--- config.mk ---
export PLATFORM = sky130hd
export DESIGN_NAME = seg7_display_ctrl
export DESIGN_NICKNAME = d
export VERILOG_FILES = /design/src/rtl/seg7_pkg.sv /design/src/rtl/seg7_decode.sv /design/src/rtl/seg7_display_ctrl.sv
export SDC_FILE = /design/constraint.sdc
export NUM_CORES = 1
export LEC_CHECK = 0
export BUFFER_PORTS_ARGS = -buffer_cell sky130_fd_sc_hd__buf_4
export CORE_ASPECT_RATIO = 0.9
export CORE_UTILIZATION = 50
export CTS_CLUSTER_DIAMETER = 150
export DETAILED_ROUTE_END_ITERATION = 6
export PLACE_DENSITY = 0.67
export SYNTH_ARGS = -nofsm -noshare
export SYNTH_HDL_FRONTEND = slang
export SYNTH_HIERARCHICAL = 1
export SYNTH_SLANG_ARGS = --single-unit
--- constraint.sdc ---
create_clock -name clk -period 2.8 [get_ports clk]
set_input_delay 0.56 -clock clk [delete_from_list [all_inputs] [get_ports clk]]
set_output_delay 0.56 -clock clk [all_outputs]
set_load 0.05 [all_outputs]
--- src/rtl/seg7_pkg.sv ---
// Shared types, glyph table and polarity helpers for the 7-segment display controller.
// Segment vectors are {g,f,e,d,c,b,a}; glyphs are produced active-high and flipped at the edge.
package seg7_pkg;

  typedef enum logic [1:0] {StIdle, StConv, StLoad} state_e;

  localparam logic [6:0] SEG_BLANK = 7'h00;

  function automatic logic [6:0] glyph(input logic [3:0] nibble);
    logic [6:0] seg;
    case (nibble)
      4'h0:    seg = 7'h3F;
      4'h1:    seg = 7'h06;
      4'h2:    seg = 7'h5B;
      4'h3:    seg = 7'h4F;
      4'h4:    seg = 7'h66;
      4'h5:    seg = 7'h6D;
      4'h6:    seg = 7'h7D;
      4'h7:    seg = 7'h07;
      4'h8:    seg = 7'h7F;
      4'h9:    seg = 7'h6F;
      4'hA:    seg = 7'h77;
      4'hB:    seg = 7'h7C;
      4'hC:    seg = 7'h39;
      4'hD:    seg = 7'h5E;
      4'hE:    seg = 7'h79;
      default: seg = 7'h71;
    endcase
    return seg;
  endfunction

  function automatic logic [6:0] seg_polarity(input logic [6:0] seg, input bit active_low);
    return active_low ? ~seg : seg;
  endfunction

  function automatic int unsigned hex_digits(input int unsigned w);
    return (w + 3) / 4;
  endfunction

  // Decimal digits of 2^w-1: floor(w*log10(2)) + 1.
  function automatic int unsigned dec_digits(input int unsigned w);
    return (w * 30103) / 100000 + 1;
  endfunction

endpackage

--- src/rtl/seg7_decode.sv ---
// One digit: 4-bit value to 7-segment glyph, with forced blank and board polarity.
module seg7_decode
  import seg7_pkg::*;
#(
  parameter bit ACTIVE_LOW = 1'b1
) (
  input  logic [3:0] nibble_i,
  input  logic       blank_i,
  output logic [6:0] seg_o
);

  always_comb begin
    seg_o = seg_polarity(blank_i ? SEG_BLANK : glyph(nibble_i), ACTIVE_LOW);
  end

endmodule

--- src/rtl/seg7_display_ctrl.sv ---
// Multi-digit 7-segment driver: hex or iterative double-dabble decimal, leading-zero
// blanking, blink mask, and a hex_o register that only changes on a completed load.
module seg7_display_ctrl
  import seg7_pkg::*;
#(
  parameter int unsigned DATA_W     = 16,
  parameter int unsigned NUM_DIGITS = 5,
  parameter bit          ACTIVE_LOW = 1'b1,
  parameter int unsigned BLINK_DIV  = 25_000_000
) (
  input  logic                    clk,
  input  logic                    rst_n,
  input  logic                    in_valid,
  output logic                    in_ready,
  input  logic [DATA_W-1:0]       in_data,
  input  logic                    in_mode,
  input  logic                    in_blank_lz,
  input  logic                    blink_en,
  output logic                    busy,
  output logic [7*NUM_DIGITS-1:0] hex_o
);

  localparam int unsigned HEX_DIGITS = hex_digits(DATA_W);
  localparam int unsigned DEC_DIGITS = dec_digits(DATA_W);
  localparam int unsigned BCD_W      = 4 * DEC_DIGITS;
  localparam int unsigned SW         = $clog2(DATA_W + 1);
  localparam int unsigned BW         = $clog2(BLINK_DIV);

  localparam logic [SW-1:0]           STEP_LAST = SW'(DATA_W - 1);
  localparam logic [BW-1:0]           BLINK_TOP = BW'(BLINK_DIV - 1);
  localparam logic [6:0]              SEG_OFF   = seg_polarity(SEG_BLANK, ACTIVE_LOW);
  localparam logic [7*NUM_DIGITS-1:0] ALL_OFF   = {NUM_DIGITS{SEG_OFF}};

  if (NUM_DIGITS < HEX_DIGITS || NUM_DIGITS < DEC_DIGITS) begin : g_bad_digits
    $error("NUM_DIGITS too small for DATA_W");
  end

  state_e                  state_q;
  logic [DATA_W-1:0]       shift_q;
  logic [BCD_W-1:0]        bcd_q;
  logic [BCD_W-1:0]        bcd_adj;
  logic [SW-1:0]           step_q;
  logic                    mode_q;
  logic                    blank_lz_q;
  logic [7*NUM_DIGITS-1:0] hex_q;
  logic [BW-1:0]           blink_cnt_q;
  logic                    phase_q;

  logic [4*NUM_DIGITS-1:0] data_ext;
  logic [4*NUM_DIGITS-1:0] bcd_ext;
  logic [3:0]              nib [NUM_DIGITS];
  logic [NUM_DIGITS-1:0]   dig_blank;
  logic [7*NUM_DIGITS-1:0] seg_vec;
  logic                    nz_above;

  assign in_ready = rst_n && (state_q == StIdle);
  assign busy     = (state_q != StIdle);
  assign hex_o    = (blink_en && phase_q) ? ALL_OFF : hex_q;

  always_comb begin
    bcd_adj = bcd_q;
    for (int d = 0; d < int'(DEC_DIGITS); d++) begin
      if (bcd_q[4*d +: 4] >= 4'd5) bcd_adj[4*d +: 4] = bcd_q[4*d +: 4] + 4'd3;
    end
  end

  // Walk from the top digit down so each digit knows whether anything above it is nonzero.
  always_comb begin
    data_ext               = '0;
    data_ext[DATA_W-1:0]   = shift_q;
    bcd_ext                = '0;
    bcd_ext[BCD_W-1:0]     = bcd_q;
    nz_above               = 1'b0;
    for (int i = int'(NUM_DIGITS) - 1; i >= 0; i--) begin
      nib[i]       = mode_q ? bcd_ext[4*i +: 4] : data_ext[4*i +: 4];
      dig_blank[i] = (i >= int'(mode_q ? DEC_DIGITS : HEX_DIGITS)) ||
                     (blank_lz_q && !nz_above && (nib[i] == 4'd0) && (i != 0));
      nz_above     = nz_above || (nib[i] != 4'd0);
    end
  end

  for (genvar g = 0; g < int'(NUM_DIGITS); g++) begin : g_digit
    seg7_decode #(
      .ACTIVE_LOW(ACTIVE_LOW)
    ) u_decode (
      .nibble_i(nib[g]),
      .blank_i (dig_blank[g]),
      .seg_o   (seg_vec[7*g +: 7])
    );
  end

  always_ff @(posedge clk) begin
    if (!rst_n) begin
      state_q     <= StIdle;
      shift_q     <= '0;
      bcd_q       <= '0;
      step_q      <= '0;
      mode_q      <= 1'b0;
      blank_lz_q  <= 1'b0;
      hex_q       <= ALL_OFF;
      blink_cnt_q <= '0;
      phase_q     <= 1'b0;
    end else begin
      if (blink_cnt_q == BLINK_TOP) begin
        blink_cnt_q <= '0;
        phase_q     <= ~phase_q;
      end else begin
        blink_cnt_q <= blink_cnt_q + 1'b1;
      end

      case (state_q)
        StIdle: begin
          if (in_valid) begin
            shift_q    <= in_data;
            mode_q     <= in_mode;
            blank_lz_q <= in_blank_lz;
            bcd_q      <= '0;
            step_q     <= '0;
            state_q    <= in_mode ? StConv : StLoad;
          end
        end
        StConv: begin
          bcd_q   <= {bcd_adj[BCD_W-2:0], shift_q[DATA_W-1]};
          shift_q <= {shift_q[DATA_W-2:0], 1'b0};
          step_q  <= step_q + 1'b1;
          if (step_q == STEP_LAST) state_q <= StLoad;
        end
        StLoad: begin
          hex_q   <= seg_vec;
          state_q <= StIdle;
        end
        default: state_q <= StIdle;
      endcase
    end
  end

endmodule
==> impl_summary.md <==
Worst setup path
The startpoint type of the worst setup path is a flip-flop. The slowest stage of the critical path belongs to the cell sky130_fd_sc_hd__dfxtp_1. By startpoint and endpoint, the worst setup path is classified as reg2reg. The peak fanout along the critical path is 17. The data required time of the critical path is around 3000 ps. The critical path crosses 7 cells after its start point. The top cell family by delay on the critical path is multiplexers. The critical path goes through buf_4 -> mux2_2 -> ha_1 -> mux2_1 -> a221o_1 -> nand2_1 -> nand3_1. The launching element of the worst setup path is mode_q. The worst flop-to-flop path endpoint is hex_q[13]. The critical register-to-register path startpoint is mode_q. For flop-to-flop paths, the worst setup slack is 440 ps. The worst setup path is captured at a flip-flop. The largest single stage delay on the critical path is 490 ps. The arrival time of data at the critical path endpoint is 2570 ps.

Together, buffers and inverters on the worst path number 1. The capturing element of the worst setup path is hex_q[13]. Measured in cells, the most critical reg-to-reg path has a length of 7.

CTS
The maximum count of clock buffers along a single path is 2. The H-tree was split into 3 levels. At the later pin of the worst-skew pair, clock insertion delay measures ~350 ps.

The number of CTS-inserted buffers is 9. The clock tree root buffer cell is sky130_fd_sc_hd__clkbuf_16. The clock tree from TritonCTS is yes.

The CTS sink count is 106. Buffers added to address setup during post-CTS repair amount to 0. In this run, post-CTS hold repair placed 0 buffers. The number of instances resized during post-cts repair is 0. The clock transition at the registers of the reported paths is approximately 70 ps.

Power
The power share of the sequential group is between 40% and 50%. The net switching power of the design is 1.11 mW. The switching share of power is 30.3%. Power spread over the standard cell area amounts to 498 nW/µm². The total internal power is 2.56 mW. The combinational share of power is 20.4%. The highest ir drop seen on vdd is 0.325 mV. The clock network is responsible for 35.5% of the overall power. Summed over all cells, the static leakage comes to 2.97 nW.

STA
The worst max-slew margin expressed relative to the limit is between 30% and 40%. The fmax is 0.424 GHz. Setup repair after global routing left no endpoint under its margin. The max-slew violation count is 0. The slew at the pin with the worst max-slew slack is 993 ps. The minimum clock period after layout is 2360 ps.

The final critical path takes up 84.3% of the cycle. The worst hold margin is 457 ps. Setup violations remaining at the end of the flow were counted as 0.

The maximum clock skew at final layout is around 5.4 ps. The final hold violation count is 0. Adding up every negative setup slack in the final design gives 0 ps.

GRT
The total global-route track usage is 23.3%. For this run, global-route usage on met2 was measured as 40.1%. Entering global routing, the biggest net connects 62 pins. The met3 layer usage reported by global route is under 10%. The number of global-route vias before repair is 5,521.

The met1 demand-to-capacity share in global routing is 29.1%. The first global-routing pass estimated 25,600 µm of wire. The global routing stage identified its most utilized layer as met2. Global routing finished with a remaining overflow of 0.

The initial antenna violation count came to 0.

Die
The floorplan step defined a die boundary enclosing 13,500 µm². The floorplan step set the die width to 122 µm. The total area inside the core boundary comes to 12,700 µm².

The number of placement rows is 39. The starting density of the core is ~50%. The overall die height is 110 µm.

59 I/O pins were placed.

Finish
The antenna diode count is 0. Summing all non-filler instances in the final layout gives an area of 7360 µm². The number of nets in the final layout is 918. Summing all multi-input logic gate instances after layout gives about 4100 µm².

The storage element area is 2120 µm². At the end of the flow the core is filled with cells to 57.8%. In the final layout, the share of cells above drive strength 1 is 16.0%. The area growth from synthesis to final layout is 12.7%.

The filler cell count is 1,185.

Synthesis
The number of storage elements in the synthesis netlist is 106. The most used flip-flop cell after synthesis is sky130_fd_sc_hd__dfxtp_1. The mux contribution to synthesized area is 6.70%. Yosys attributes the largest share of cell area to sky130_fd_sc_hd__dfxtp_1 (32%), sky130_fd_sc_hd__ha_1 (8.2%), sky130_fd_sc_hd__nand2_1 (5.5%), sky130_fd_sc_hd__nand2b_1 (4.6%), sky130_fd_sc_hd__nand3_1 (4.6%). The share of the Yosys chip area taken by registers is 32.5%. The largest family of logic cells by synthesized area is simple AND/OR/NAND/NOR gates. The mapped netlist covers 6530 µm². The synthesized netlist devotes 14.0% of its cell area to compound gates. The Yosys step of the flow raised 6 warnings. The share of synthesized cell area in and, or, nand and nor gates is about 28%.

Of the total synthesized cell area, the portion taken by XOR and XNOR cells is 4.56%. The biggest area contributor in the post-synthesis netlist is sky130_fd_sc_hd__dfxtp_1. The synthesized instance count is 810. By count the netlist is led by sky130_fd_sc_hd__dfxtp_1 (106), sky130_fd_sc_hd__nand2_1 (95), sky130_fd_sc_hd__nand3_1 (60). The most common cell in the synthesized netlist is sky130_fd_sc_hd__dfxtp_1. In the synthesized netlist the async set-or-reset flop fraction comes to 0%. The share of synthesized area in the top cell type comes to approximately 32%. After Yosys synthesis, full adders, half adders and majority gates account for 8.24% of the synthesized area. The mean instance size in the synthesized netlist is roughly 8 µm². Counting flops with a built-in enable in the synthesized netlist gives 0. The count of cell types in the netlist is 50.

Routing
The final layout contains routed wiring with a total length of 15,300 µm. The vias after detailed routing is 5,725. Dividing the detail-routed wire length by the instance count gives approximately 15 µm.

In the routed layout, each cell is associated on average with a via count of between 5 and 6. For this run, the detailed router's first-pass iteration total came to 5. Once detail routing completed, the nets flagged for antenna violations numbered 0.

After the first detailed-routing iteration, the DRC count stood at around 410. For this run, design rule violations remaining after detail routing come to 0.

Run
The max-cap check violation count is 0.

Placed design
The congestion estimate from routability-driven global placement came to 0.890. After detailed placement, the total cell area comes to 7060 µm². Buffers placed on the I/O ports in this run total 58.

The placed wire-length estimate is 11,000 µm.

Status
The flow ran to the end, and the final reports show no timing, DRC or antenna violations.

Hold path
The number of stages on the worst hold path is 3. The tightest min-delay check is of the in2reg type.
per-layer routing:
metal | part of all wire, % | routed length (µm) | vias to the layer above
met5 | 0 | 0 | -
met4 | 1.0 | 157 | 0
met3 | 4.0 | 609 | 12
met2 | 49 | 7480 | 115
met1 | 46 | 7010 | 2730
li1 | - | - | 2868
cells in the final DEF (no fill, tap or decap), types with 14 or more instances in the layout:
cell type / Yosys / routed
sky130_fd_sc_hd__nand3_1: 60 / 60
sky130_fd_sc_hd__xnor2_1: 15 / 15
sky130_fd_sc_hd__nor2_1: 46 / 45
sky130_fd_sc_hd__nor3_1: 22 / 22
sky130_fd_sc_hd__mux2i_1: 19 / 19
sky130_fd_sc_hd__a22oi_1: 14 / 14
sky130_fd_sc_hd__mux2_2: 16 / 16
sky130_fd_sc_hd__o21ai_0: 49 / 49
sky130_fd_sc_hd__nand2b_1: 48 / 48
sky130_fd_sc_hd__ha_1: 43 / 43
sky130_fd_sc_hd__xor2_1: 19 / 19
sky130_fd_sc_hd__nor2_2: 24 / 25
sky130_fd_sc_hd__nor2b_1: 25 / 25
sky130_fd_sc_hd__dfxtp_1: 106 / 106
sky130_fd_sc_hd__nand2_1: 95 / 95
sky130_fd_sc_hd__a21oi_1: 28 / 28
sky130_fd_sc_hd__buf_4: 0 / 72
sky130_fd_sc_hd__inv_1: 31 / 31
cells by family (layout without fill, tap and decap cells):
| logic type | Yosys count | after routing |
|---|---|---|
| compound gates | 144 | 144 |
| xor+xnor | 34 | 34 |
| fa+ha+maj | 43 | 43 |
| buf+inv | 80 | 123 |
| flops | 106 | 106 |
| mux | 40 | 40 |
| other cells | 1 | 6 |
| simple gates | 362 | 362 |
metrics by stage:
| stage | worst slack [ps] | cells | power (mW) |
|---|---|---|---|
| finish | 440 | 1022 | 3.67 |
| global route | 292 | 1022 | 3.84 |
| CTS | 453 | 1022 | 3.70 |
| detailed placement | 466 | 1006 | 2.39 |
| global placement | 565 | 1006 | 2.37 |
| floorplan | 323 | 815 | 2.21 |
final cells by class:
type                       count  share of cell area, %
clock buffer                   9                   3.06
clock inverter                 7                   1.05
inverter                      35                   1.79
multi-input combinational    629                   55.1
sequential                   106                   28.8
tap                          164                   2.79
timing repair buffer          72                   7.34
worst reg2reg max path, stage by stage, from the launching register on:
cell and delay [ps]:
sky130_fd_sc_hd__dfxtp_1 490, sky130_fd_sc_hd__buf_4 320, sky130_fd_sc_hd__mux2_2 420, sky130_fd_sc_hd__ha_1 240, sky130_fd_sc_hd__mux2_1 300, sky130_fd_sc_hd__a221o_1 310
sky130_fd_sc_hd__nand2_1 70, sky130_fd_sc_hd__nand3_1 70
how the worst min path moves through the flow:
stage,start,end,slack [ps]
after global routing,hex_q[0],hex_q[0],480
after CTS,in_blank_lz,blank_lz_q,450
after global placement,blink_cnt_q[0],blink_cnt_q[0],440
after detailed placement,hex_q[0],hex_q[0],450
after floorplan,blink_cnt_q[0],blink_cnt_q[0],430
final,in_blank_lz,blank_lz_q,460
sequential cells by signal, summed over array words and instances, names as in the netlist:
signal,flops
phase_q,1
bcd_ext,20
state_q,2
hex_q,35
blink_cnt_q,25
step_q,5
shift_q,16
blank_lz_q,1
mode_q,1
power by group through the flow:
stage               combinational, mW  clock, mW  sequential (mW)
floorplan                       0.585          0             1.63
global placement                0.725          0             1.65
detailed placement              0.742          0             1.65
CTS                             0.747       1.34             1.61
global route                    0.823       1.39             1.62
finish                          0.749       1.30             1.62
Note: power is estimated with default switching activity, not from simulation.
